## src/rtl/layernorm_out_packer.sv

```systemverilog
// Packs the LayerNorm 8-bit output stream into little-endian 64-bit words,
// tracking channel/token position and checking upstream frame alignment.
module layernorm_out_packer #(
    parameter int unsigned LANES = 8,
    parameter int unsigned CH_W  = 10,
    parameter int unsigned TOK_W = 20
) (
    input  logic                 clk,
    input  logic                 rst,
    input  logic                 start,
    input  logic [CH_W-1:0]      channel_nums,
    input  logic [TOK_W-1:0]     token_nums,
    input  logic                 s_valid,
    output logic                 s_ready,
    input  logic [7:0]           s_data,
    input  logic                 s_last,
    output logic                 m_valid,
    input  logic                 m_ready,
    output logic [LANES*8-1:0]   m_data,
    output logic                 m_tok_last,
    output logic                 m_last,
    output logic                 busy,
    output logic                 done,
    output logic                 err_cfg,
    output logic                 err_align
);
    localparam int unsigned W  = LANES * 8;
    localparam int unsigned LW = (LANES > 1) ? $clog2(LANES) : 1;
    localparam logic [LW-1:0] LANE_MAX = LW'(LANES - 1);

    typedef enum logic [1:0] {IDLE, RUN, FLUSH} state_t;
    state_t state, state_n;

    logic [CH_W-1:0]  cfg_ch, ch;
    logic [TOK_W-1:0] cfg_tok, tok;
    logic [LW-1:0]    lane;
    logic [W-9:0]     pack;
    logic             cfg_ok, accept, word_done, ch_end, tok_end, final_byte, out_take;

    assign cfg_ok     = (channel_nums[2:0] == 3'd0) && (channel_nums != '0) && (token_nums != '0);
    assign s_ready    = (state == RUN) && !(lane == LANE_MAX && m_valid && !m_ready);
    assign accept     = s_valid && s_ready;
    assign ch_end     = (ch == cfg_ch - CH_W'(1));
    assign tok_end    = (tok == cfg_tok - TOK_W'(1));
    // channel count is a multiple of 8, so the last channel always lands on lane 7
    assign final_byte = ch_end && tok_end;
    assign word_done  = accept && (lane == LANE_MAX);
    assign out_take   = m_valid && m_ready;
    assign busy       = (state != IDLE);

    always_comb begin
        state_n = state;
        if (start) begin
            state_n = cfg_ok ? RUN : IDLE;
        end else begin
            unique case (state)
                IDLE:    state_n = IDLE;
                RUN:     if (accept && final_byte) state_n = FLUSH;
                FLUSH:   if (out_take) state_n = IDLE;
                default: state_n = IDLE;
            endcase
        end
    end

    always_ff @(posedge clk) begin
        if (rst) begin
            state      <= IDLE;
            cfg_ch     <= '0;
            cfg_tok    <= '0;
            lane       <= '0;
            ch         <= '0;
            tok        <= '0;
            pack       <= '0;
            m_valid    <= 1'b0;
            m_data     <= '0;
            m_tok_last <= 1'b0;
            m_last     <= 1'b0;
            done       <= 1'b0;
            err_cfg    <= 1'b0;
            err_align  <= 1'b0;
        end else begin
            state <= state_n;
            done  <= (state == FLUSH) && out_take && !start;
            if (start) begin
                cfg_ch     <= channel_nums;
                cfg_tok    <= token_nums;
                lane       <= '0;
                ch         <= '0;
                tok        <= '0;
                pack       <= '0;
                m_valid    <= 1'b0;
                m_tok_last <= 1'b0;
                m_last     <= 1'b0;
                err_cfg    <= !cfg_ok;
                err_align  <= 1'b0;
            end else begin
                if (accept) begin
                    lane <= (lane == LANE_MAX) ? '0 : lane + LW'(1);
                    for (int unsigned i = 0; i < LANES - 1; i++) begin
                        if (lane == LW'(i)) pack[i*8 +: 8] <= s_data;
                    end
                    if (ch_end) begin
                        ch  <= '0;
                        tok <= tok + TOK_W'(1);
                    end else begin
                        ch  <= ch + CH_W'(1);
                    end
                    if (final_byte != s_last) err_align <= 1'b1;
                end
                if (word_done) begin
                    m_valid    <= 1'b1;
                    m_data     <= {s_data, pack};
                    m_tok_last <= ch_end;
                    m_last     <= final_byte;
                end else if (out_take) begin
                    m_valid    <= 1'b0;
                    m_tok_last <= 1'b0;
                    m_last     <= 1'b0;
                end
            end
        end
    end
endmodule

```

## config.mk

```make
export PLATFORM = sky130hd
export DESIGN_NAME = layernorm_out_packer
export DESIGN_NICKNAME = d
export VERILOG_FILES = /design/src/rtl/layernorm_out_packer.sv
export SDC_FILE = /design/constraint.sdc
export NUM_CORES = 1
export LEC_CHECK = 0
export CAP_MARGIN = 20
export CORE_MARGIN = 10
export CORE_UTILIZATION = 56
export CTS_CLUSTER_DIAMETER = 120
export DETAILED_ROUTE_END_ITERATION = 10
export GPL_TIMING_DRIVEN = 0
export HOLD_SLACK_MARGIN = 0.05
export PLACE_DENSITY = 0.81
export SETUP_SLACK_MARGIN = 0.2
export SYNTH_ARGS = -nofsm -noshare
export SYNTH_HDL_FRONTEND = slang
export SYNTH_SLANG_ARGS = --single-unit
export TNS_END_PERCENT = 1
```

## constraint.sdc

```tcl
create_clock -name clk -period 5.99 [get_ports clk]
set_clock_uncertainty 0.2 [all_clocks]
set_input_delay 0.599 -clock clk [delete_from_list [all_inputs] [get_ports clk]]
set_output_delay 0.599 -clock clk [all_outputs]
set_load 0.02 [all_outputs]
```

# After elaboration in Yosys (flattened, before gate mapping)
# Cells that the tools add are included.
[op_classes]
n_addsub = 5
n_eq_ne = 14
muxes = 11
n_bitwise = 1
reduce_logical = 34
[ops]
columns = ["operator", "n"]
rows = [
  ["$reduce_and 2->1", 11],
  ["$add 20x1->20 const B", 1],
  ["$eq 20x20->1", 1],
  ["$reduce_bool 20->1", 1],
  ["$sub 20x1->20 const B", 1],
  ["$eq 3x3->1 const B", 4],
  ["$logic_and 1x1->1", 12],
  ["$add 10x1->10 const B", 1],
  ["$eq 10x10->1", 1],
  ["$mux 10", 1],
  ["$reduce_bool 10->1", 1],
  ["$sub 10x1->10 const B", 1],
  ["$eq 3x2->1 const B", 2],
  ["$logic_not 3->1", 2],
  ["$mux 2", 3],
  ["$mux 1", 5],
  ["$logic_not 1->1", 4],
  ["$pmux 2 s2", 1],
  ["$reduce_bool 2->1", 2],
  ["$add 3x1->3 const B", 1],
  ["$eq 3x1->1 const B", 1],
  ["$mux 3", 1],
  ["$ne 3x2->1 const B", 1],
  ["$ne 3x3->1 const B", 1],
  ["5 further kinds", 5],
]
[totals]
regBits = 191
input_bits = 44
output_inout_bits = 72
elab_cells = 85

# Logic depth before layout (Yosys ltp)
# Gate-level depths: netlist of the first run.
[logic_depth]
word_depth = 10
ltp_mapped = 11
ltp_nobuf = 10

# Worst setup path before layout of the first run
# No wires, ideal clock.
[synth_path]
path_kind = "register to register"
start = "reg lane[0]"
end = "reg tok[12]"
setup_time_ns = 0.118
arrival_ns = 2.930
required_time_ns = 5.672
slack_ns = 2.742
stages_incl_launch_ff = 11
path_buffers = 2
synth_period_minus_slack_ns = 3.248
cell_sequence = "dfxtp_1 ha_1 ha_1 a31oi_1 and2_1 clkbuf_1 nand4_1 or4_1 clkbuf_1 or3_1 mux2i_1"
[synth_via]
elab_chain_cells = 7
[synth_lines]
columns = ["element", "line_no", "rtl"]
rows = [
  ["start, declared", "36", "logic [LW-1:0] lane;"],
  ["start signal, assigned", "98", "lane <= (lane == LANE_MAX) ? '0 : lane + LW'(1);"],
  ["$eq 3x3->1", "41", "assign s_ready = (state == RUN) && !(lane == LANE_MAX && m_valid && !m_ready);"],
  ["$logic_and 1x1->1 (2 in a row)", "41", ""],
  ["$logic_not 1->1", "41", ""],
  ["$logic_and 1x1->1", "41", ""],
  ["net s_ready", "14", "output logic s_ready,"],
  ["$logic_and 1x1->1", "42", "assign accept = s_valid && s_ready;"],
  ["$reduce_and 2->1 (no line)", "n/a", ""],
  ["end signal, assigned", "104", "tok <= tok + TOK_W'(1);"],
  ["end, declared", "35", "logic [TOK_W-1:0] cfg_tok, tok;"],
]
# The timed path passes the listed nets, and every way through them passes these cells.
# A chain may end at the register's enable or synchronous reset.

# Worst setup path in the final report of the first run
[layout_path]
start = "reg lane[0]"
end = "reg tok[12]"
[layout_via]
elab_chain_cells = 7
[layout_lines]
columns = ["element", "line_no"]
rows = [
  ["$eq 3x3->1", "41"],
  ["$logic_and 1x1->1 (2 in a row)", "41"],
  ["$logic_not 1->1", "41"],
  ["$logic_and 1x1->1", "41"],
  ["$logic_and 1x1->1", "42"],
  ["$reduce_and 2->1 (no line)", "n/a"],
]
# No other way between the ends.

==> results of run 1 <==
[worst reg2reg max path, stage by stage (launching register included)]
cell and delay (ps):
dfxtp_1 360, ha_1 240, ha_1 250, a31oi_1 320, and2_1 170, clkbuf_1 370
nand4_1 390, or4_1 520, clkbuf_1 210, or3_1 400, mux2i_1 190
[placed cells by master, fill, tap and decap left out, types with 5 or more instances in the layout]
cell type,instances
a211oi_1,5
a21oi_1,108
and3_1,8
clkbuf_1,56
clkbuf_16,17
clkdlybuf4s50_1,106
dfxtp_1,191
ha_1,10
inv_1,15
inv_6,5
mux2i_1,61
nand2_1,194
nand3_1,57
nand4_1,12
nor2_1,100
nor3_1,9
nor4_1,20
o21ai_0,8
or3_1,7
xnor2_1,32
xor2_1,27
[power by group through the flow]
stage	registers, uW	logic, uW	clock network, uW
6_report	1300	198	1180
5_1_grt	1300	218	1240
4_1_cts	1300	196	1180
3_5_place_dp	1330	195	0
3_3_place_gp	1330	191	0
2_1_floorplan	1330	132	0
[cell type report]
type                    count  area, sq um
clock inverters            13        173.9
repair buffers            106         1061
well taps                 184        230.2
flip-flops and latches    191         3824
plain buffers              66        281.5
inverters                  16        60.06
multi-input cells         718         4118
clock buffers              19        432.9
fillers                  1170         4353
[cells by family after synthesis]
| group | after synthesis | synth area share [%] |
|---|---|---|
| flip-flops | 191 | 46.16 |
| adder cells (fa/ha/maj) | 10 | 1.511 |
| buffers and inverters | 82 | 4.124 |
| AO/OA/AOI/OAI | 141 | 9.683 |
| AND/OR/NAND/NOR | 446 | 24.77 |
| multiplexers | 62 | 7.508 |
| XOR/XNOR | 59 | 6.239 |
[registers in the layout, indices dropped and copies added (netlist names), 2 cells and up]
name     cells
ch          10
state        2
cfg_ch      10
cfg_tok     20
lane         3
pack        56
m_data      64
tok         20
[metal layers]
| metal | GRT usage (%) | vias to the layer above | part of all wire, % |
|---|---|---|---|
| li1 | - | 3620 | - |
| met1 | 26.75 | 3500 | 44 |
| met2 | 34.80 | 176 | 47 |
| met3 | 6.909 | 27 | 7.1 |
| met4 | 5.702 | 0 | 1.2 |
| met5 | 0 | - | 0 |
[how the worst min path moves through the flow]
stage	endpoint	cells after the start
2_1_floorplan	done$_SDFF_PP0_	1
3_3_place_gp	m_data[56]$_SDFFE_PP0P_	2
3_5_place_dp	m_data[56]$_SDFFE_PP0P_	2
4_1_cts	m_data[56]$_SDFFE_PP0P_	2
5_1_grt	m_data[25]$_SDFFE_PP0P_	2
6_report	m_data[19]$_SDFFE_PP0P_	2
[per-stage QoR]
step	util, %	hold WS, ps	instances	total power, uW	setup WS [ps]
2_1_floorplan	-	229.1	991	1457	2742
3_3_place_gp	65.87	241.0	1281	1520	2121
3_5_place_dp	65.87	246.2	1281	1524	2077
4_1_cts	70.05	255.2	1313	2680	2320
5_1_grt	70.05	272.7	1313	2760	2080
6_report	70.05	251.7	1313	2674	2297
==> flow_summary.toml, run 1 <==
[critical_path]
slowest_delay_ps = 520
crit_start = "lane[0]$_SDFFE_PP0P_"
crit_cells = 10
cpLargestDelayFamily = "simple AND/OR/NAND/NOR gates"
cp-endpoint = "tok[12]$_SDFFE_PP0P_"
criticalPathCategory = "flip-flop to flip-flop"
path_buf_inv = 2
crit_path_end_kind = "flip-flop"
crit_arrival_ps = 3840
path_max_fanout = 10
crit_required_ps = 6140
reg2reg_to = "tok[12]$_SDFFE_PP0P_"
r2r.worst_path.cells = 10
r2r_slack_ps = 2300
path_cells = "ha_1, ha_1, a31oi_1, and2_1, clkbuf_1, nand4_1, or4_1, clkbuf_1, or3_1, mux2i_1"
cp_slowest_cell = "or4_1"
startpoint_type = "flip-flop"
r2r_start = "lane[0]$_SDFFE_PP0P_"

[grt]
grt_usage_pct = 21.43
grt_pass1_vias = 7075
grt_antenna_before_repair = 0
grt_max_degree = 18
grt_pass1_wl_um = 35390
grt_overflow = 0

[logic_synthesis]
synth_edf_count = 0
syn_inst = 991
ys_seq_elements = 191
yosys-top-cells-count = "nand2_1 (194), dfxtp_1 (191), a21oi_1 (108)"
synthArstFlopShare_pct = 0
ys_warn_count = 0
synth_top_area_cell = "dfxtp_1"
synthTopCellsByArea = "dfxtp_1 (46%), nand2_1 (8.8%), mux2i_1 (7.4%)"
synth.distinct_cells = 58
syn_area_per_cell_sq_um = 8.358
syn-cell-area_sq_um = 8283
synth_ff_type = "dfxtp_1"
ys_seq_area_share_pct = 46.16
netlist.area_leader.share_pct = 46.16
synth_fp_nets = 1045
synth_most_common_cell = "nand2_1"

[clock_network]
clockRootBuffer = "clkbuf_16"
cts_tree = "built"
ctsHtreeMaxLevel = 4
clkTransAtPathRegs_ps = 70
worstSkewPairLatency_ps = 430
postCtsSetupBuffers = 0
clkSinkCount = 191
cts_resized = 0
clockBufferDepth = 2
cts_buffers = 17
ctsHoldBuffers = 0

[drt]
final_antenna_net_count = 0
vias = 7323
dr.first_iter.drc_count = 535
viasPerCell = 5.577
route.detailed.drc = 0
drt_pass1_iterations = 5
wl_per_cell_um = 16.43
finalWirelength_um = 21570

[power_and_ir_drop]
p_int_uw = 2036
comb_power_share_pct = 7.4
p_sw_share_pct = 23.85
vdd_drop_max_mv = 0.2277
clockPowerShare_pct = 44.0
p_switching_uw = 637.9
powerDensity_nw_per_um2 = 262.7
seqPwrFrac_pct = 48.6
leakage_uw = 0.003706

[layout]
final_cell_area_sq_um = 10180
drive_above_1_share_pct = 4.872
antennaDiodeCount = 0
nNetsFinal = 1170
areaGrowthSynthToFinish_pct = 22.92

[sta]
slew_headroom_pct = 38.31
rsz0062_at_grt = "no"
drv_slew = 0
setup_violations = 0
fmax_ghz = 0.2708
hold_viol = 0
finalCritPeriodShare_pct = 61.66
post-route-min-period_ps = 3693
worst_slew_pin_slew_ps = 922.0
tns_ps = 0

[placement]
gp_congestion = 0.8705
hpwl_um = 15420
postPlaceCellArea_sq_um = 9574
io_buffer_count = 106

[worst_hold_path]
hp-start = "m_data[19]$_SDFFE_PP0P_"
hold_path.class = "flip-flop to flip-flop"

[die]
dieHeight_um = 141.6
start_util_pct = 56.99
die_area_sq_um = 20060
die_w_um = 141.6
num_rows = 44
pin_count = 116
core-area_sq_um = 14530

[run]
drv_cap = 0

[run_status]
status = "finished, final reports clean"
Note: power is estimated with default switching activity, not from simulation.
==> run 2, diff against run 1 <==
--- a/config.mk
+++ b/config.mk
@@ -7,12 +7,12 @@
 export LEC_CHECK = 0
 export CAP_MARGIN = 20
 export CORE_MARGIN = 10
-export CORE_UTILIZATION = 56
+export CORE_UTILIZATION = 55
 export CTS_CLUSTER_DIAMETER = 120
 export DETAILED_ROUTE_END_ITERATION = 10
 export GPL_TIMING_DRIVEN = 0
 export HOLD_SLACK_MARGIN = 0.05
-export PLACE_DENSITY = 0.81
+export PLACE_DENSITY = 0.8
 export SETUP_SLACK_MARGIN = 0.2
 export SYNTH_ARGS = -nofsm -noshare
 export SYNTH_HDL_FRONTEND = slang
==> constraint.sdc (replaced) <==
create_clock -name clk -period 3.6 [get_ports clk]
set_clock_uncertainty 0.2 [all_clocks]
set_input_delay 0.36 -clock clk [delete_from_list [all_inputs] [get_ports clk]]
set_output_delay 0.36 -clock clk [all_outputs]
set_load 0.02 [all_outputs]
==> run 2 against run 1 <==
Against the previous run: utilization decreased by 0.46 points; cell count about the same; setup slack got worse by 2000 ps; sequential power increased by 66%; worst hold slack got worse by 110 ps; via count increased by 0.60%; critical path type unchanged; highest routed layer unchanged.
==> flow_summary.toml, run 2 (synthesis gave the netlist of run 1 again) <==
[layout]
areaGrowthSynthToFinish_pct = 23.04
layout_common_cells = "nand2_1 (194), dfxtp_1 (191), a21oi_1 (108)"
reg_top3 = "m_data: 64 flops, pack: 56 flops"
final_common_cell = "nand2_1"
drive_above_1_share_pct = 5.403
largest_reg_flops = 64
nNetsFinal = 1170
regMostFlops = "m_data"
final_util_pct = 69.59
fill_cells = 1178

[drt]
viasPerCell = 5.607
drt_pass1_iterations = 6
finalWirelength_um = 22060
wl_per_cell_um = 16.78
dr.first_iter.drc_count = 589
final_antenna_net_count = 0
route.detailed.drc = 0
vias = 7367

[placement]
hpwl_um = 15650
gp_congestion = 0.8778
place_ws_ps = -157.6
io_buffer_count = 106

[critical_path]
criticalPathCategory = "flip-flop to flip-flop"
crit_start = "lane[0]$_SDFFE_PP0P_"
r2r_start = "lane[0]$_SDFFE_PP0P_"
crit_arrival_ps = 3420
crit_required_ps = 3730
cp_slowest_cell = "or4_1"
path_buf_inv = 3
path_cells = "ha_1, ha_1, a31oi_1, and2_1, clkbuf_2, nand4_1, buf_4, or4_1, clkbuf_1, or3_1, mux2i_1"
critical_path.most_common_cell = "ha_1"
startpoint_type = "flip-flop"
crit_path_end_kind = "flip-flop"
path_max_fanout = 10
slowest_delay_ps = 400
cpLargestDelayFamily = "simple AND/OR/NAND/NOR gates"

[sta]
hold_viol = 0
post-route-min-period_ps = 3286
finalCritPeriodShare_pct = 91.27
drv_slew = 0
setup_violations = 0
worst_slack_ps = 314.4
worst_slew_pin_slew_ps = 881.6
slew_headroom_pct = 41.23
tns_ps = 0
rsz0062_at_grt = "yes"
fmax_ghz = 0.3044

[grt]
grt_antenna_before_repair = 1
grt_overflow = 0
grt_usage_pct = 21.62
grt_pass1_vias = 7070
grt_max_degree = 19
grt_pass1_wl_um = 35600

[clock_network]
cts_tree = "built"
ctsHtreeMaxLevel = 4
clockRootBuffer = "clkbuf_16"
cts_buffers = 17
clkSinkCount = 191
clkTransAtPathRegs_ps = 70
clockBufferDepth = 2
ctsHoldBuffers = 0
worstSkewPairLatency_ps = 440

[run_status]
status = "finished, final reports clean"

[die]
die_w_um = 142.7
start_util_pct = 56.56
pin_count = 116
core-area_sq_um = 14640
num_rows = 44
dieHeight_um = 142.7
die_area_sq_um = 20370

[power_and_ir_drop]
leakage_uw = 0.003709
vdd_drop_max_mv = 0.3621
powerDensity_nw_per_um2 = 432.9

[worst_hold_path]
hold_path.class = "input pin to flip-flop"
hp-start = "start"

[run]
drv_cap = 0
## run 2: worst paths after layout
check,endpoint,slack [ps],cells past startpoint
max reg2reg,tok[12]$_SDFFE_PP0P_,310,11
max,tok[12]$_SDFFE_PP0P_,310,11
min,m_data[55]$_SDFFE_PP0P_,140,4
min reg2reg,m_data[28]$_SDFFE_PP0P_,250,2
## run 2: timing repair
item | CTS | global route
pin swaps | 1 | 1
gates resized for setup | 2 | 2
buffers inserted | 0 | 1
endpoints found under the setup margin | 62 | 71
## run 2: cell type report
cell class	count	area, sq um	share of cell area, %
plain buffers	65	279.0	2.738
clock inverters	15	170.2	1.670
flip-flops and latches	191	3824	37.52
repair buffers	107	1069	10.48
multi-input cells	718	4131	40.54
diodes	1	2.502	0.02455
well taps	184	230.2	2.259
inverters	16	60.06	0.5893
clock buffers	17	425.4	4.174
## run 2: where the power goes
group | leakage (uW) | switching (uW) | internal (uW) | total, uW
registers | 0.00154 | 31.6 | 2130 | 2160
logic | 0.00188 | 186 | 146 | 332
clock network | 0.000288 | 872 | 1040 | 1910
total | 0.00371 | 1090 | 3320 | 4410
## run 2: worst min-delay path: cells and delay by family
kind | cells | cell delay (ps)
AOI/OAI and AO/OA | 1 | 50
buffers and inverters | 1 | 140
and+or+nand+nor | 2 | 180
## run 2: metrics by stage
step,std cells,power (uW),instance area (sq um),hold WS [ps]
5_1_grt,1314,4546,10190,146.7
4_1_cts,1313,4421,10170,172.9
3_3_place_gp,1281,2532,9574,240.7
6_report,1314,4411,10190,142.3
3_5_place_dp,1281,2538,9574,245.3
2_1_floorplan,991,2425,8283,229.1
## run 2: layer usage
metal / global-route usage, % / routed length, um / up-vias
met5: 0 / 0 / -
met4: 7.980 / 411 / 0
met3: 6.501 / 1721 / 37
met2: 34.94 / 10580 / 210
met1: 26.69 / 9346 / 3493
li1: - / - / 3627
